## config.mk

```make
export PLATFORM = sky130hd
export DESIGN_NAME = fft_power_reader_flat
export DESIGN_NICKNAME = d
export VERILOG_FILES = /design/src/rtl/fft_power_reader_if.sv /design/src/rtl/fft_power_reader.sv /design/src/flat_wrapper.sv
export SDC_FILE = /design/constraint.sdc
export NUM_CORES = 2
export LEC_CHECK = 0
export ABC_AREA = 1
export CAP_MARGIN = 20
export CORE_MARGIN = 10
export CORE_UTILIZATION = 45
export DETAILED_ROUTE_END_ITERATION = 8
export GPL_TIMING_DRIVEN = 0
export PLACE_DENSITY = 0.67
export RECOVER_POWER = 25
export SLEW_MARGIN = 25
export SYNTH_ARGS = -nofsm -noshare
export SYNTH_HDL_FRONTEND = slang
export SYNTH_SLANG_ARGS = --single-unit
```

## constraint.sdc

```tcl
create_clock -name clk -period 5.7 [get_ports clk]
set_clock_uncertainty 0.05 [all_clocks]
set_input_delay 1.14 -clock clk [delete_from_list [all_inputs] [get_ports clk]]
set_output_delay 1.14 -clock clk [all_outputs]
set_load 0.02 [all_outputs]
```

## src/rtl/fft_power_reader_if.sv

```systemverilog
// AXI-Stream bundle carrying per-entry power beats (re^2 + im^2) with mic index and frame-end flag.
interface fft_power_reader_if #(
   parameter int TDATA_W = 48,
   parameter int TUSER_W = 3
) ();
   logic [TDATA_W-1:0] tdata;
   logic [TUSER_W-1:0] tuser;
   logic               tvalid;
   logic               tready;
   logic               tlast;

   modport master (output tdata, output tuser, output tvalid, output tlast, input tready);
   modport slave  (input tdata, input tuser, input tvalid, input tlast, output tready);
endinterface

```

## src/rtl/fft_power_reader.sv

```systemverilog
// Sweeps one FFT frame out of the spectrum BRAM, squares each complex entry and streams
// the powers in address order through a credit-guarded show-ahead FIFO.
module fft_power_reader #(
   parameter int NUM_BINS   = 256,
   parameter int NUM_MICS   = 8,
   parameter int FIFO_DEPTH = 8
) (
   input  logic               clk,
   input  logic               rst_n,
   input  logic               start,
   output logic [12:0]        bram_addr,
   output logic               bram_en,
   input  logic [31:0]        bram_dout_re,
   input  logic [31:0]        bram_dout_im,
   fft_power_reader_if.master m_axis,
   output logic               busy,
   output logic               done
);
   localparam int NUM_ENTRIES = NUM_BINS * NUM_MICS;
   localparam int IDX_W       = $clog2(NUM_ENTRIES);
   localparam int USER_W      = $clog2(NUM_MICS);
   localparam int DATA_W      = 24;
   localparam int PROD_W      = 2 * DATA_W;
   localparam int PTR_W       = $clog2(FIFO_DEPTH);
   localparam int CNT_W       = $clog2(FIFO_DEPTH + 1);
   localparam logic [IDX_W-1:0] LAST_IDX = IDX_W'(NUM_ENTRIES - 1);

   typedef enum logic [1:0] {IDLE, RUN, DRAIN, DONE} state_t;
   typedef logic [CNT_W:0] occ_t;

   function automatic logic signed [PROD_W-1:0] square(input logic [DATA_W-1:0] word);
      logic signed [PROD_W-1:0] s;
      s = {{DATA_W{word[DATA_W-1]}}, word};
      return s * s;
   endfunction

   // Both squares are non-negative and at most 2^46, so the unsigned sum cannot wrap.
   function automatic logic [PROD_W-1:0] power_sum(input logic signed [PROD_W-1:0] a,
                                                   input logic signed [PROD_W-1:0] b);
      return $unsigned(a) + $unsigned(b);
   endfunction

   function automatic logic [PTR_W-1:0] ptr_next(input logic [PTR_W-1:0] p);
      return (p == PTR_W'(FIFO_DEPTH - 1)) ? '0 : p + 1'b1;
   endfunction

   state_t                   state_q;
   logic [IDX_W-1:0]         idx_q;
   logic                     vld_p0_q, vld_p1_q, vld_p2_q;
   logic [USER_W-1:0]        user_p0_q, user_p1_q, user_p2_q;
   logic                     last_p0_q, last_p1_q, last_p2_q;
   logic signed [PROD_W-1:0] re_sq_p1_q, im_sq_p1_q;
   logic [PROD_W-1:0]        pwr_p2_q;
   logic [PROD_W-1:0]        mem_data_q [FIFO_DEPTH];
   logic [USER_W-1:0]        mem_user_q [FIFO_DEPTH];
   logic                     mem_last_q [FIFO_DEPTH];
   logic [PTR_W-1:0]         wr_ptr_q, rd_ptr_q;
   logic [CNT_W-1:0]         fifo_cnt_q, fifo_cnt_d;
   occ_t                     occupancy;
   logic                     issue, fifo_push, fifo_pop, fifo_valid, head_last;
   logic                     unused_hi;

   assign unused_hi = ^{bram_dout_re[31:DATA_W], bram_dout_im[31:DATA_W]};

   // Credits cover every read already in the pipeline, so the FIFO can always absorb them.
   assign occupancy  = occ_t'(vld_p0_q) + occ_t'(vld_p1_q) + occ_t'(vld_p2_q) + occ_t'(fifo_cnt_q);
   assign issue      = (state_q == RUN) && (occupancy < occ_t'(FIFO_DEPTH));
   assign fifo_valid = (fifo_cnt_q != '0);
   assign fifo_push  = vld_p2_q;
   assign fifo_pop   = fifo_valid && m_axis.tready;
   assign head_last  = mem_last_q[rd_ptr_q];

   always_ff @(posedge clk or negedge rst_n) begin
      if (!rst_n) begin
         state_q <= IDLE;
         idx_q   <= '0;
      end else begin
         case (state_q)
            IDLE: if (start) begin
               state_q <= RUN;
               idx_q   <= '0;
            end
            RUN: if (issue) begin
               if (idx_q == LAST_IDX) state_q <= DRAIN;
               else                   idx_q   <= idx_q + 1'b1;
            end
            DRAIN:   if (fifo_pop && head_last) state_q <= DONE;
            DONE:    state_q <= IDLE;
            default: state_q <= IDLE;
         endcase
      end
   end

   always_ff @(posedge clk or negedge rst_n) begin
      if (!rst_n) begin
         vld_p0_q <= 1'b0;
         vld_p1_q <= 1'b0;
         vld_p2_q <= 1'b0;
      end else begin
         vld_p0_q <= issue;
         vld_p1_q <= vld_p0_q;
         vld_p2_q <= vld_p1_q;
      end
   end

   always_ff @(posedge clk) begin
      // p0: BRAM word lands next cycle; sideband captured from the issued index
      user_p0_q  <= idx_q[USER_W-1:0];
      last_p0_q  <= (idx_q == LAST_IDX);
      // p1: squares of the sign-extended 24-bit halves
      re_sq_p1_q <= square(bram_dout_re[DATA_W-1:0]);
      im_sq_p1_q <= square(bram_dout_im[DATA_W-1:0]);
      user_p1_q  <= user_p0_q;
      last_p1_q  <= last_p0_q;
      // p2: power sum, pushed into the FIFO on the following edge
      pwr_p2_q   <= power_sum(re_sq_p1_q, im_sq_p1_q);
      user_p2_q  <= user_p1_q;
      last_p2_q  <= last_p1_q;
      if (fifo_push) begin
         mem_data_q[wr_ptr_q] <= pwr_p2_q;
         mem_user_q[wr_ptr_q] <= user_p2_q;
         mem_last_q[wr_ptr_q] <= last_p2_q;
      end
   end

   always_comb begin
      fifo_cnt_d = fifo_cnt_q;
      if (fifo_push && !fifo_pop)      fifo_cnt_d = fifo_cnt_q + 1'b1;
      else if (!fifo_push && fifo_pop) fifo_cnt_d = fifo_cnt_q - 1'b1;
   end

   always_ff @(posedge clk or negedge rst_n) begin
      if (!rst_n) begin
         wr_ptr_q   <= '0;
         rd_ptr_q   <= '0;
         fifo_cnt_q <= '0;
      end else begin
         if (fifo_push) wr_ptr_q <= ptr_next(wr_ptr_q);
         if (fifo_pop)  rd_ptr_q <= ptr_next(rd_ptr_q);
         fifo_cnt_q <= fifo_cnt_d;
      end
   end

   // Payload is forced to zero while empty so outputs read as idle after reset.
   assign m_axis.tvalid = fifo_valid;
   assign m_axis.tdata  = fifo_valid ? mem_data_q[rd_ptr_q] : '0;
   assign m_axis.tuser  = fifo_valid ? mem_user_q[rd_ptr_q] : '0;
   assign m_axis.tlast  = fifo_valid && head_last;

   assign bram_en   = issue;
   assign bram_addr = 13'({idx_q, 2'b00});
   assign busy      = (state_q != IDLE);
   assign done      = (state_q == DONE);
endmodule

```

## src/flat_wrapper.sv

```systemverilog
// flat-port wrapper written by rule: the top's interface ports become plain ports
module fft_power_reader_flat 
#(
   parameter int NUM_BINS   = 256,
   parameter int NUM_MICS   = 8,
   parameter int FIFO_DEPTH = 8
)
  (clk, rst_n, start, bram_addr, bram_en, bram_dout_re, bram_dout_im, busy, done, m_axis_tdata, m_axis_tuser, m_axis_tvalid, m_axis_tlast, m_axis_tready);
  fft_power_reader_if m_axis_i ();
  input  logic clk;
  input  logic rst_n;
  input  logic start;
  output logic [12:0] bram_addr;
  output logic bram_en;
  input  logic [31:0] bram_dout_re;
  input  logic [31:0] bram_dout_im;
  output logic busy;
  output logic done;
  output wire logic [$bits(m_axis_i.tdata)-1:0] m_axis_tdata;
  output wire logic [$bits(m_axis_i.tuser)-1:0] m_axis_tuser;
  output wire logic [$bits(m_axis_i.tvalid)-1:0] m_axis_tvalid;
  output wire logic [$bits(m_axis_i.tlast)-1:0] m_axis_tlast;
  input wire logic [$bits(m_axis_i.tready)-1:0] m_axis_tready;
  assign m_axis_tdata = m_axis_i.tdata;
  assign m_axis_tuser = m_axis_i.tuser;
  assign m_axis_tvalid = m_axis_i.tvalid;
  assign m_axis_tlast = m_axis_i.tlast;
  assign m_axis_i.tready = m_axis_tready;
  fft_power_reader #(.NUM_BINS(NUM_BINS), .NUM_MICS(NUM_MICS), .FIFO_DEPTH(FIFO_DEPTH)) u_core (.clk(clk), .rst_n(rst_n), .start(start), .bram_addr(bram_addr), .bram_en(bram_en), .bram_dout_re(bram_dout_re), .bram_dout_im(bram_dout_im), .m_axis(m_axis_i), .busy(busy), .done(done));
endmodule
```

==> impl_metrics.ini <==
[cts]
clkSlewWorstSetupHoldPaths_ns = 0.06
clkSinkCount = 596
cts_inserted_buffers = 58
clockRootBuffer = clkbuf_16
clk_latency_ns = 0.65
cts_tree = done
clock_path_buffers = 3
h-tree-depth = 2

[floorplan]
num_rows = 139
core_um2 = 143000
chipHeight_um = 400
io_pins = 137
die_w_um = 400
initial_utilization_pct = 45.3
die-area_um2 = 160000

[final_layout]
fin_util_pct = 57.0
diodes = 0
final_cells = 9840
layout_common_cells = inv_1 (1735), nand2_1 (1084), fa_1 (1033), nor2_1 (495), edfxtp_1 (416)
finalNetCount = 9417
mostFrequentLayoutCell = inv_1
area_delta_synth_final_pct = 25.9
drive_above_1_share_pct = 22.8

[yosys]
ys_async_sr_fraction_pct = 4.36
synthAdderAreaFrac_pct = 41.0
synth_compound_area_share_pct = 5.64
avgSynthCellArea_um2 = 8.85
synth-simple-area-share_pct = 14.3
yosysTopAreaCell = fa_1
synth_top_family_by_area = adder cells
syn_area_um2 = 64900
synth-seq-area-share_pct = 25.0
ys_ff_latch = 596
synth_edf_count = 416
synth_xor_area_share_pct = 1.46
ys_types = 50
synth.area.top_cells = fa_1 (34%), edfxtp_1 (19%), inv_1 (11%)
yosysWarnings = 0
syn_inst = 7340
synth.area.mux_share_pct = 0
synth_top_cell_area_share_pct = 34.3
synth-main-ff-cell = edfxtp_1

[global_routing]
first_global_vias = 52931
gr-total-overflow = 0
grt_pass1_wl_um = 299000
track_usage_pct = 24.2
grt_max_degree = 27
antenna_found_initial = 0

[worst_setup_path]
critical_path.max_fanout = 8
critPathMostFrequentCell = fa_1
cp-start-kind = input pin
worstSetupEndpointType = register
required_ns = 6.16
critPathKind = in2reg
arrival_ns = 7.01
cp_slowest_cell = fa_2
cp_slowest_stage_delay_ns = 0.63

[placement]
gp_congestion = 0.959
post-place-cells = 9373
dp_hpwl_um = 154000
port_buffers = 109

[sta]
relSlewSlack_pct = 46.6
fmax_mhz = 153
period_needed_ns = 6.55
setup_violations = 70
finalCritPeriodShare_pct = 115
hold_violations = 0
rsz0062_at_grt = yes
worstMarginPinSlew_ns = 0.795
fin_ws_ns = -0.853
finalSetupTns_ns = -41.08
slew_violations = 0

[route]
wl_um = 196000
drtPass1Iterations = 6
vias = 50603
vias_per_cell = 5.14
initialDrtViolationCount = 3830
wl_per_cell_um = 19.9
ant_nets = 0
drc = 0

[hold_path]
hp-class = reg2reg

[status]
status = complete, but fails checks
violations = negative setup slack

[job]
maxCapViolCount = 0
-- area by class of cell --
cell class / count / area (um^2)
Fill cell: 12180 / 61700
Multi-Input combinational cell: 4581 / 46100
Sequential cell: 596 / 16200
Inverter: 1955 / 7400
Timing Repair Buffer: 489 / 4970
Buffer: 206 / 2770
Tap cell: 1903 / 2380
Clock buffer: 78 / 1590
Clock inverter: 32 / 357
-- stage by stage --
| stage | instance area, um^2 | setup slack, ns | hold slack (ns) |
|---|---|---|---|
| after global routing | 81800 | -1.01 | 0.281 |
| after floorplan | 67700 | -1.03 | 0.260 |
| final | 81800 | -0.853 | 0.273 |
| after CTS | 79100 | -0.771 | 0.279 |
| after detailed placement | 71700 | -2.83 | 0.264 |
| after global placement | 71200 | -2.85 | 0.263 |
-- cells in the mapped netlist (3+ instances only) --
library cell  number
clkinv_1           3
nand2b_1           3
or2_2              7
dfxtp_1          154
nor2_1           621
nand3_1          149
fa_1            1114
xor2_1            83
nand2_1         1470
nor3_1            21
inv_2             13
inv_1           1939
clkbuf_1         174
buf_1              3
nor2_2             7
xnor2_1           25
o21bai_1          26
o22ai_1           51
a31oi_1           51
nand3_2            3
ha_1             348
buf_2             25
o21ai_2           14
edfxtp_1         416
buf_4              5
o21ai_0          303
o21ai_1           47
a21boi_0           4
a21o_1             5
a21oi_1          156
a21boi_1           4
nor3_2             3
dfrtp_1           26
nand4_1           44
-- worst paths after layout --
check                                         to                 start  cells after the start  slack [ns]
setup reg to reg            u_core.fifo_cnt_q[3]  u_core.fifo_cnt_q[3]                     14        2.91
hold reg to reg              u_core.user_p2_q[1]   u_core.user_p1_q[1]                      0        0.27
hold / removal               u_core.user_p2_q[1]   u_core.user_p1_q[1]                      0        0.27
max in group asynchronous   u_core.fifo_cnt_q[2]                 rst_n                      1        4.74
min in group asynchronous        u_core.idx_q[7]                 rst_n                      1        0.47
setup / recovery           u_core.re_sq_p1_q[44]      bram_dout_re[23]                     25       -0.85
-- kinds of logic (layout without fill, tap and decap cells) --
| group | count (synthesis) | count (layout) |
|---|---|---|
| and+or+nand+nor | 2339 | 2339 |
| buffers and inverters | 2164 | 2760 |
| adders and majority gates | 1462 | 1462 |
| AOI/OAI and AO/OA | 670 | 670 |
| DFF | 596 | 596 |
| xor gates and xnor gates | 108 | 108 |
| other | 1 | 2 |
-- layer usage --
| layer | vias to the layer above | part of all wire, % | GRT usage, % |
|---|---|---|---|
| li1 | 22967 | - | - |
| met1 | 25426 | 40 | 32.3 |
| met2 | 1847 | 49 | 41.4 |
| met3 | 363 | 8.0 | 3.41 |
| met4 | 0 | 2.9 | 5.97 |
| met5 | - | 0 | 0 |
-- state kept, by name, summed over array words and instances, names as in the netlist --
name               count
u_core.idx_q          11
u_core.user_p1_q       3
u_core.last_p2_q       1
u_core.im_sq_p1_q     47
u_core.last_p0_q       1
u_core.last_p1_q       1
u_core.mem_data_q    384
u_core.pwr_p2_q       48
u_core.mem_last_q      8
u_core.vld_p0_q        1
u_core.vld_p1_q        1
u_core.rd_ptr_q        3
u_core.user_p0_q       3
u_core.wr_ptr_q        3
u_core.fifo_push       1
u_core.user_p2_q       3
u_core.mem_user_q     24
u_core.fifo_cnt_q      4
u_core.state_q         2
u_core.re_sq_p1_q     47
-- timing repair --
item / in CTS / in global routing
setup endpoints to repair: 78 / 77
gates resized for setup: 1046 / 522
pin swaps: 548 / 456
hold buffers: 0 / 0
buffers inserted: 225 / 138
cloned: 4 / 1
-- critical path, delay by kind of cell --
family,cells,cell delay (ns)
adder cells (fa/ha/maj),8,4.11
AND/OR/NAND/NOR,8,0.80
buffers and inverters,9,0.94
Power is left out: the tool's default activity adds up to more than one toggle a clock period on the data nets, which glitch-free logic cannot reach.
